`config.mk`:
```
export PLATFORM = sky130hd
export DESIGN_NAME = key_event_gen
export DESIGN_NICKNAME = d
export VERILOG_FILES = /design/src/rtl/key_event_gen.sv
export SDC_FILE = /design/constraint.sdc
export NUM_CORES = 1
export LEC_CHECK = 0
export ABC_CLOCK_PERIOD_IN_PS = 7300
export CORE_AREA = 2 2 62 79
export CTS_CLUSTER_SIZE = 12
export DETAILED_ROUTE_END_ITERATION = 10
export DIE_AREA = 0 0 64 81
export HOLD_SLACK_MARGIN = 0.06
export PLACE_DENSITY = 0.78
export SLEW_MARGIN = 30
export SYNTH_ARGS = -nofsm -noshare
export SYNTH_HDL_FRONTEND = slang
export SYNTH_SLANG_ARGS = --single-unit
export TNS_END_PERCENT = 30
```
`constraint.sdc`:
```
create_clock -name clk -period 7.3 [get_ports clk]
set_input_delay 1.46 -clock clk [delete_from_list [all_inputs] [get_ports clk]]
set_output_delay 1.46 -clock clk [all_outputs]
set_load 0.03 [all_outputs]
```
`src/rtl/key_event_gen.sv`:
```
// Keypad key-event front end: debounces the 16-bit scan vector, rejects chords
// and emits one valid/ack-handshaked key code per physical press.
module key_event_gen #(
  parameter int unsigned STABLE_CYCLES = 100_000,
  parameter int unsigned CNT_W         = $clog2(STABLE_CYCLES)
) (
  input  logic        clk,
  input  logic        rst_l,
  input  logic [15:0] keys,
  input  logic        key_ack,
  output logic        key_valid,
  output logic [3:0]  key_code,
  output logic        key_multi,
  output logic        key_overrun
);

  typedef enum logic [1:0] {
    IDLE     = 2'd0,
    DEBOUNCE = 2'd1,
    HELD     = 2'd2
  } state_t;

  localparam logic [CNT_W-1:0] CNT_MAX = CNT_W'(STABLE_CYCLES - 1);

  state_t            state, state_n;
  logic [15:0]       cand, cand_n;
  logic [CNT_W-1:0]  cnt, cnt_n;
  logic              valid_n;
  logic [3:0]        code_n;
  logic              overrun_n;
  logic              any_key;
  logic              one_hot;
  logic              fire;

  function automatic logic [3:0] bit_index(input logic [15:0] v);
    logic [3:0] idx;
    idx = '0;
    for (int unsigned i = 0; i < 16; i++) begin
      if (v[i]) idx = 4'(i);
    end
    return idx;
  endfunction

  assign any_key   = |keys;
  assign one_hot   = any_key && ((keys & (keys - 16'd1)) == '0);
  assign key_multi = (state == IDLE) && any_key && !one_hot;

  always_ff @(posedge clk or negedge rst_l) begin
    if (!rst_l) begin
      state       <= IDLE;
      cand        <= '0;
      cnt         <= '0;
      key_valid   <= 1'b0;
      key_code    <= '0;
      key_overrun <= 1'b0;
    end else begin
      state       <= state_n;
      cand        <= cand_n;
      cnt         <= cnt_n;
      key_valid   <= valid_n;
      key_code    <= code_n;
      key_overrun <= overrun_n;
    end
  end

  always_comb begin
    state_n = state;
    cand_n  = cand;
    cnt_n   = cnt;
    fire    = 1'b0;

    unique case (state)
      IDLE: begin
        if (one_hot) begin
          cand_n  = keys;
          cnt_n   = CNT_W'(1);
          state_n = DEBOUNCE;
        end
      end
      DEBOUNCE: begin
        if (keys != cand) begin
          cnt_n   = '0;
          state_n = IDLE;
        end else if (cnt == CNT_MAX) begin
          fire    = 1'b1;
          cnt_n   = '0;
          state_n = HELD;
        end else begin
          cnt_n = cnt + 1'b1;
        end
      end
      HELD: begin
        if (any_key) begin
          cnt_n = '0;
        end else if (cnt == CNT_MAX) begin
          cnt_n   = '0;
          state_n = IDLE;
        end else begin
          cnt_n = cnt + 1'b1;
        end
      end
      default: begin
        cnt_n   = '0;
        state_n = IDLE;
      end
    endcase
  end

  // A new event always wins; it only counts as overrun if the old one went unacked.
  always_comb begin
    valid_n   = key_valid;
    code_n    = key_code;
    overrun_n = 1'b0;
    if (fire) begin
      valid_n   = 1'b1;
      code_n    = bit_index(cand);
      overrun_n = key_valid && !key_ack;
    end else if (key_valid && key_ack) begin
      valid_n = 1'b0;
    end
  end

endmodule

```
==> results.ini, run 1 <==
[power_and_ir_drop]
power_density_nw_per_um2 = 149
ir_drop_uv = 83.1
power.leakage_uw = 0.00126

[timing]
fin_crit_ns = 5.87
tightestPinTransition_ns = 0.659
slew_violations = 0
fmax_mhz = 170
finalSetupViolCount = 0
tns_ns = 0
slew_headroom = 0.557
rsz0062_at_grt = no
skew_ns = 0.0106
fin_crit_sh = 0.805
hold_viol = 0

[global_route]
gr-usage-all-layers = 0.247
grt_pass1_vias = 2114
grt_antenna_before_repair = 0
grt_pass1_wl_um = 9890
grt_max_degree = 42
gr-total-overflow = 0

[cells_and_area]
final_net_count = 323
antenna_cells = 0
final_cell_mix = dfrtp_1 (41), nand2_1 (28), clkdlybuf4s50_1 (24)
area_growth_pct = 17.1
stdcell_count = 364
drive_gt1_frac = 0.135
mostFrequentLayoutCell = dfrtp_1
fillers = 355

[logic_synthesis]
synth_area_um2 = 2570
syn_nets = 292
synthArstFlopShare = 1.00
ys_types = 45
synth_seq_area_share = 0.398
synth_edf_count = 0
avgSynthCellArea_um2 = 9.47
synth_cells = 272
synth_flop_cell = dfrtp_1
ys_ff_latch = 41
yosys_warnings = 0

[floorplanning]
die_w_um = 64
start_util = 0.570
rows = 28
fp.dieArea_um2 = 5180
die-height_um = 81
core_um2 = 4520
ios = 26

[worst_setup_path]
crit_fanout = 6
cp.arrival_ns = 4.41
critPathLaunchType = input port
path_class = in -> out
end_kind = output pin
crit_required_ns = 5.84

[route]
drt-total-wl_um = 5970
drc_errors = 0
vias = 2200
drt_iter0_markers = 183
drt-vias-per-instance = 6.04
firstDrtPassIters = 4
ant_nets = 0
detail_route.wl_per_cell_um = 16.4

[clock_network]
clock_path_buffers = 2
root_buffer = clkbuf_8
cts_resized = 0
cts_buffers = 5
cts_setup_buffers = 0
clk_pin_slew_ns = 0.08
cts.sinks = 41
clock_latency_ns = 0.29
cts_tree = built
ctsHoldBuffers = 0
cts_max_level = 2

[placement]
gp_congestion = 0.890
post-dp-hpwl_um = 4390
place_inst = 356
port_buffers = 25

[run]
drv_cap = 0

[status]
status = finished clean

[worst_hold_path]
hp-class = reg -> reg

==> synth_stat cells (all sizes together) (8+ instances only) <==
library cell  number  share of area
inv                8          0.012
nor2b             10          0.024
mux2              20           0.10
o211ai            12          0.035
nor4              13          0.046
xor2              12          0.041
nor3              14          0.029
nand2             28          0.041
o21ai             18          0.035
nor2              21          0.031
dfrtp             41           0.40
nand3              9          0.017
==> worst paths after layout <==
kind                                        from                     to  slack [ns]  cells past startpoint
max reg2reg                  cnt[13]$_DFFE_PN0P_     cnt[8]$_DFFE_PN0P_        4.79                      8
min                        key_valid$_DFFE_PN0P_  key_valid$_DFFE_PN0P_        0.51                      2
max                                      keys[5]              key_multi        1.43                      8
min in group asynchronous                  rst_l    cnt[14]$_DFFE_PN0P_        1.13                      1
min reg2reg                key_valid$_DFFE_PN0P_  key_valid$_DFFE_PN0P_        0.51                      2
max in group asynchronous                  rst_l   cand[12]$_DFFE_PN0P_        5.80                      1
==> where the power goes <==
part / internal, uW / total (uW) / leakage (uW) / switching (uW)
Sequential: 227 / 227 / 0.000568 / 0.0135
Combinational: 13.4 / 31.3 / 0.000634 / 17.9
Clock: 112 / 190 / 0.0000585 / 78.8
==> registers in the layout (all words and copies together) (netlist names) <==
signal	cells
cnt	17
cand	16
key_code	4
state	2
key_overrun	1
key_valid	1
==> worst max-delay path, stage by stage <==
cell and delay (ns):
clkdlybuf4s50_1 0.54, nor4_4 0.42, nand4_1 0.23, nor4b_1 0.34, a211oi_1 0.15, o31ai_1 0.58
nor2_1 0.08, clkdlybuf4s50_1 0.61
==> cell type report <==
cell class / instances / area (um2) / area share
clock buffer: 7 / 86.3 / 0.0286
clock inverter: 1 / 30.0 / 0.00996
inverter: 8 / 30.0 / 0.00996
multi-input combinational: 218 / 1490 / 0.494
sequential: 41 / 1030 / 0.340
tap: 60 / 75.1 / 0.0249
timing repair buffer: 29 / 278 / 0.0921
==> cell families after synthesis <==
kind of cell,Yosys count,synth area share
DFF,41,0.398
buffers and inverters,13,0.0238
muxes,21,0.106
AOI/OAI and AO/OA,56,0.144
and+or+nand+nor,121,0.258
adders and majority gates,2,0.00875
xor gates and xnor gates,18,0.0612
==> routing by layer <==
layer	track usage	share of wire	vias to the layer above
met1	0.295	0.39	1066
met2	0.444	0.54	60
met4	0.0957	0.028	0
li1	-	-	1061
met3	0.0416	0.037	13
met5	0	0	-
==> per-stage QoR <==
stage | worst slack (ns) | util | total power [uW] | cell area (um2) | hold slack (ns)
final | 1.43 | 0.667 | 449 | 3020 | 0.510
after global routing | 1.20 | 0.667 | 463 | 3020 | 0.547
after CTS | 1.41 | 0.666 | 450 | 3010 | 0.518
after detailed placement | 1.43 | 0.640 | 263 | 2890 | 0.501
after global placement | 1.50 | 0.637 | 262 | 2880 | 0.490
after floorplan | 2.67 | - | 240 | 2570 | 0.501
(Power assumes the default switching activity.)
==> inputs of run 2 (changes only) <==
--- a/config.mk
+++ b/config.mk
@@ -5,13 +5,13 @@
 export SDC_FILE = /design/constraint.sdc
 export NUM_CORES = 1
 export LEC_CHECK = 0
-export ABC_CLOCK_PERIOD_IN_PS = 7300
-export CORE_AREA = 2 2 62 79
+export ABC_CLOCK_PERIOD_IN_PS = 5400
+export CORE_AREA = 2 2 67 85
 export CTS_CLUSTER_SIZE = 12
 export DETAILED_ROUTE_END_ITERATION = 10
-export DIE_AREA = 0 0 64 81
+export DIE_AREA = 0 0 69 87
 export HOLD_SLACK_MARGIN = 0.06
-export PLACE_DENSITY = 0.78
+export PLACE_DENSITY = 0.71
 export SLEW_MARGIN = 30
 export SYNTH_ARGS = -nofsm -noshare
 export SYNTH_HDL_FRONTEND = slang
==> constraint.sdc (replaced) <==
create_clock -name clk -period 5.4 [get_ports clk]
set_input_delay 1.08 -clock clk [delete_from_list [all_inputs] [get_ports clk]]
set_output_delay 1.08 -clock clk [all_outputs]
set_load 0.03 [all_outputs]
==> results.ini, run 2 (synthesis results as in run 1) <==
[status]
status = finished clean  ; unchanged

[cells_and_area]
drive_gt1_frac = 0.138  ; was 0.135
final_net_count = 324  ; was 323
area_growth_pct = 16.9  ; was 17.1%
mostFrequentLayoutCell = dfrtp_1  ; unchanged
multi_input_area_um2 = 1490  ; about the same
antenna_cells = 0  ; unchanged
design_area_um2 = 3010  ; was 3020 um2
final_cell_mix = dfrtp_1 (41), nand2_1 (28), clkdlybuf4s50_1 (24)  ; unchanged
stdcell_count = 369  ; was 364
largest_reg_flops = 17  ; unchanged
top_register = cnt  ; unchanged
fillers = 482  ; was 355
seqCellArea_um2 = 1030  ; unchanged
reg_top3 = cnt (17), cand (16), key_code (4)  ; unchanged

[timing]
slew_violations = 0  ; unchanged
rsz0062_at_grt = no  ; unchanged
tns_ns = 0  ; unchanged
tightestPinTransition_ns = 0.648  ; was 0.659 ns
finalSetupViolCount = 0  ; unchanged
hold_viol = 0  ; unchanged
fmax_mhz = 208
fin_crit_ns = 4.82
slew_headroom = 0.568  ; was 0.557
skew_ns = 0.00262  ; was 0.0106 ns
fin_crit_sh = 0.892
whs_ns = 0.503  ; was 0.510 ns

[worst_setup_path]
end_kind = output pin  ; unchanged
worstPathCellList = clkdlybuf4s50_1, nor4_4, nand4_1, a211oi_1, o31ai_1, nor2_1, clkdlybuf4s50_1  ; was clkdlybuf4s50_1, nor4_4, nand4_1, nor4b_1, a211oi_1, o31ai_1, nor2_1, clkdlybuf4s50_1
crit_required_ns = 4.32  ; was 5.84 ns
crit_slowest_cell = clkdlybuf4s50_1  ; unchanged
r2r_cells = 5  ; was 8
cp.arrival_ns = 3.74  ; was 4.41 ns
path_class = in -> out  ; unchanged
ff2ff_setup_slack_ns = 3.02  ; was 4.79 ns
critical-path-max-stage-delay_ns = 0.68  ; was 0.61 ns
crit_top_cell = clkdlybuf4s50_1  ; unchanged
crit_fanout = 6  ; unchanged
critPathLaunchType = input port  ; unchanged

[route]
firstDrtPassIters = 4  ; unchanged
detail_route.wl_per_cell_um = 15.6  ; was 16.4 um
vias = 2142  ; was 2200
ant_nets = 0  ; unchanged
drt_iter0_markers = 115  ; was 183
drt-vias-per-instance = 5.80  ; was 6.04
drc_errors = 0  ; unchanged
drt-total-wl_um = 5770  ; was 5970 um

[clock_network]
cts_buffers = 5  ; unchanged
cts_max_level = 2  ; unchanged
cts_setup_buffers = 0  ; unchanged
clock_latency_ns = 0.30  ; was 0.29 ns
cts_resized = 0  ; unchanged
ctsHoldBuffers = 0  ; unchanged
clock_path_buffers = 2  ; unchanged
cts.sinks = 41  ; unchanged
clk_pin_slew_ns = 0.08  ; about the same
cts_tree = built  ; unchanged
root_buffer = clkbuf_8  ; unchanged

[placement]
port_buffers = 25  ; unchanged
post-dp-hpwl_um = 4180  ; was 4390 um
place_area_um2 = 2910  ; was 2890 um2
gp_congestion = 0.909  ; was 0.890
place_inst = 361  ; was 356

[floorplanning]
rows = 30  ; was 28
ios = 26  ; unchanged
core_um2 = 5260  ; was 4520 um2
fp.dieArea_um2 = 6000  ; was 5180 um2
die_w_um = 69  ; was 64 um
start_util = 0.490  ; was 0.570
die-height_um = 87  ; was 81 um

[global_route]
gr-total-overflow = 0  ; unchanged
grt_use_met3 = 0.0301  ; was 0.0416
grt_pass1_vias = 2113  ; was 2114
grt_antenna_before_repair = 0  ; unchanged
gr-usage-all-layers = 0.207  ; was 0.247
grt_util_met1 = 0.244  ; was 0.295
grt_max_degree = 42  ; unchanged
busiest_layer = met2  ; unchanged
grt_pass1_wl_um = 9990  ; was 9890 um
grt_util_met2 = 0.378  ; was 0.444

[worst_hold_path]
min_path_cells = 2  ; unchanged
hp-class = reg -> reg  ; unchanged

[power_and_ir_drop]
ir_drop_uv = 136  ; was 83.1 uV
power.leakage_uw = 0.00126  ; about the same
power_density_nw_per_um2 = 190  ; was 149 nW/um2

[run]
drv_cap = 0  ; unchanged

-- run 2: cell types whose count changed in the layout (fill, tap and decap cells not counted) --
cell,change
clkbuf_1,-1
bufinv_16,-1
nor2_1,+1
clkinv_2,+1
nor2_2,-1
buf_4,+1
clkbuf_8,+1
-- run 2: metal layers --
metal | vias up | wire, um | share of wire
met5 | - | 0 | 0
met4 | 0 | 116 | 0.020
met3 | 9 | 158 | 0.027
met2 | 54 | 2940 | 0.51
met1 | 1016 | 2560 | 0.44
li1 | 1063 | - | -
-- run 2: final timing paths --
path                                           end                   from
hold / removal               key_valid$_DFFE_PN0P_  key_valid$_DFFE_PN0P_
max in group asynchronous  key_code[3]$_DFFE_PN0P_                  rst_l
hold reg to reg              key_valid$_DFFE_PN0P_  key_valid$_DFFE_PN0P_
setup reg to reg           key_code[1]$_DFFE_PN0P_    cnt[13]$_DFFE_PN0P_
setup / recovery                         key_multi                keys[5]
min in group asynchronous       cnt[4]$_DFFE_PN0P_                  rst_l
-- run 2: where the power goes --
| part | switching, uW | leakage, uW | internal (uW) | total, uW |
|---|---|---|---|---|
| registers | 0.0179 | 0.000568 | 307 | 307 |
| logic | 24.0 | 0.000638 | 18.1 | 42.1 |
| clock network | 108 | 0.0000542 | 116 | 224 |
-- run 2: critical path: cells and delay by family --
family          cells  cell delay (ns)
buf+inv             2             1.22
simple gates        3             0.75
compound gates      2             0.68
-- run 2: area by class of cell --
type / instances / area share
Multi-Input combinational cell: 218 / 0.494
Sequential cell: 41 / 0.341
Timing Repair Buffer: 30 / 0.0948
Clock buffer: 7 / 0.0320
Tap cell: 64 / 0.0266
Inverter: 8 / 0.00998
Clock inverter: 1 / 0.00166
-- run 2: per-stage QoR --
stage          utilization  setup WS [ns]  power [uW]
6_report             0.573          0.585         572
5_1_grt              0.573          0.339         594
4_1_cts              0.572          0.580         577
3_5_place_dp         0.553          0.585         355
3_3_place_gp         0.552          0.643         354
2_1_floorplan            -           1.53         324
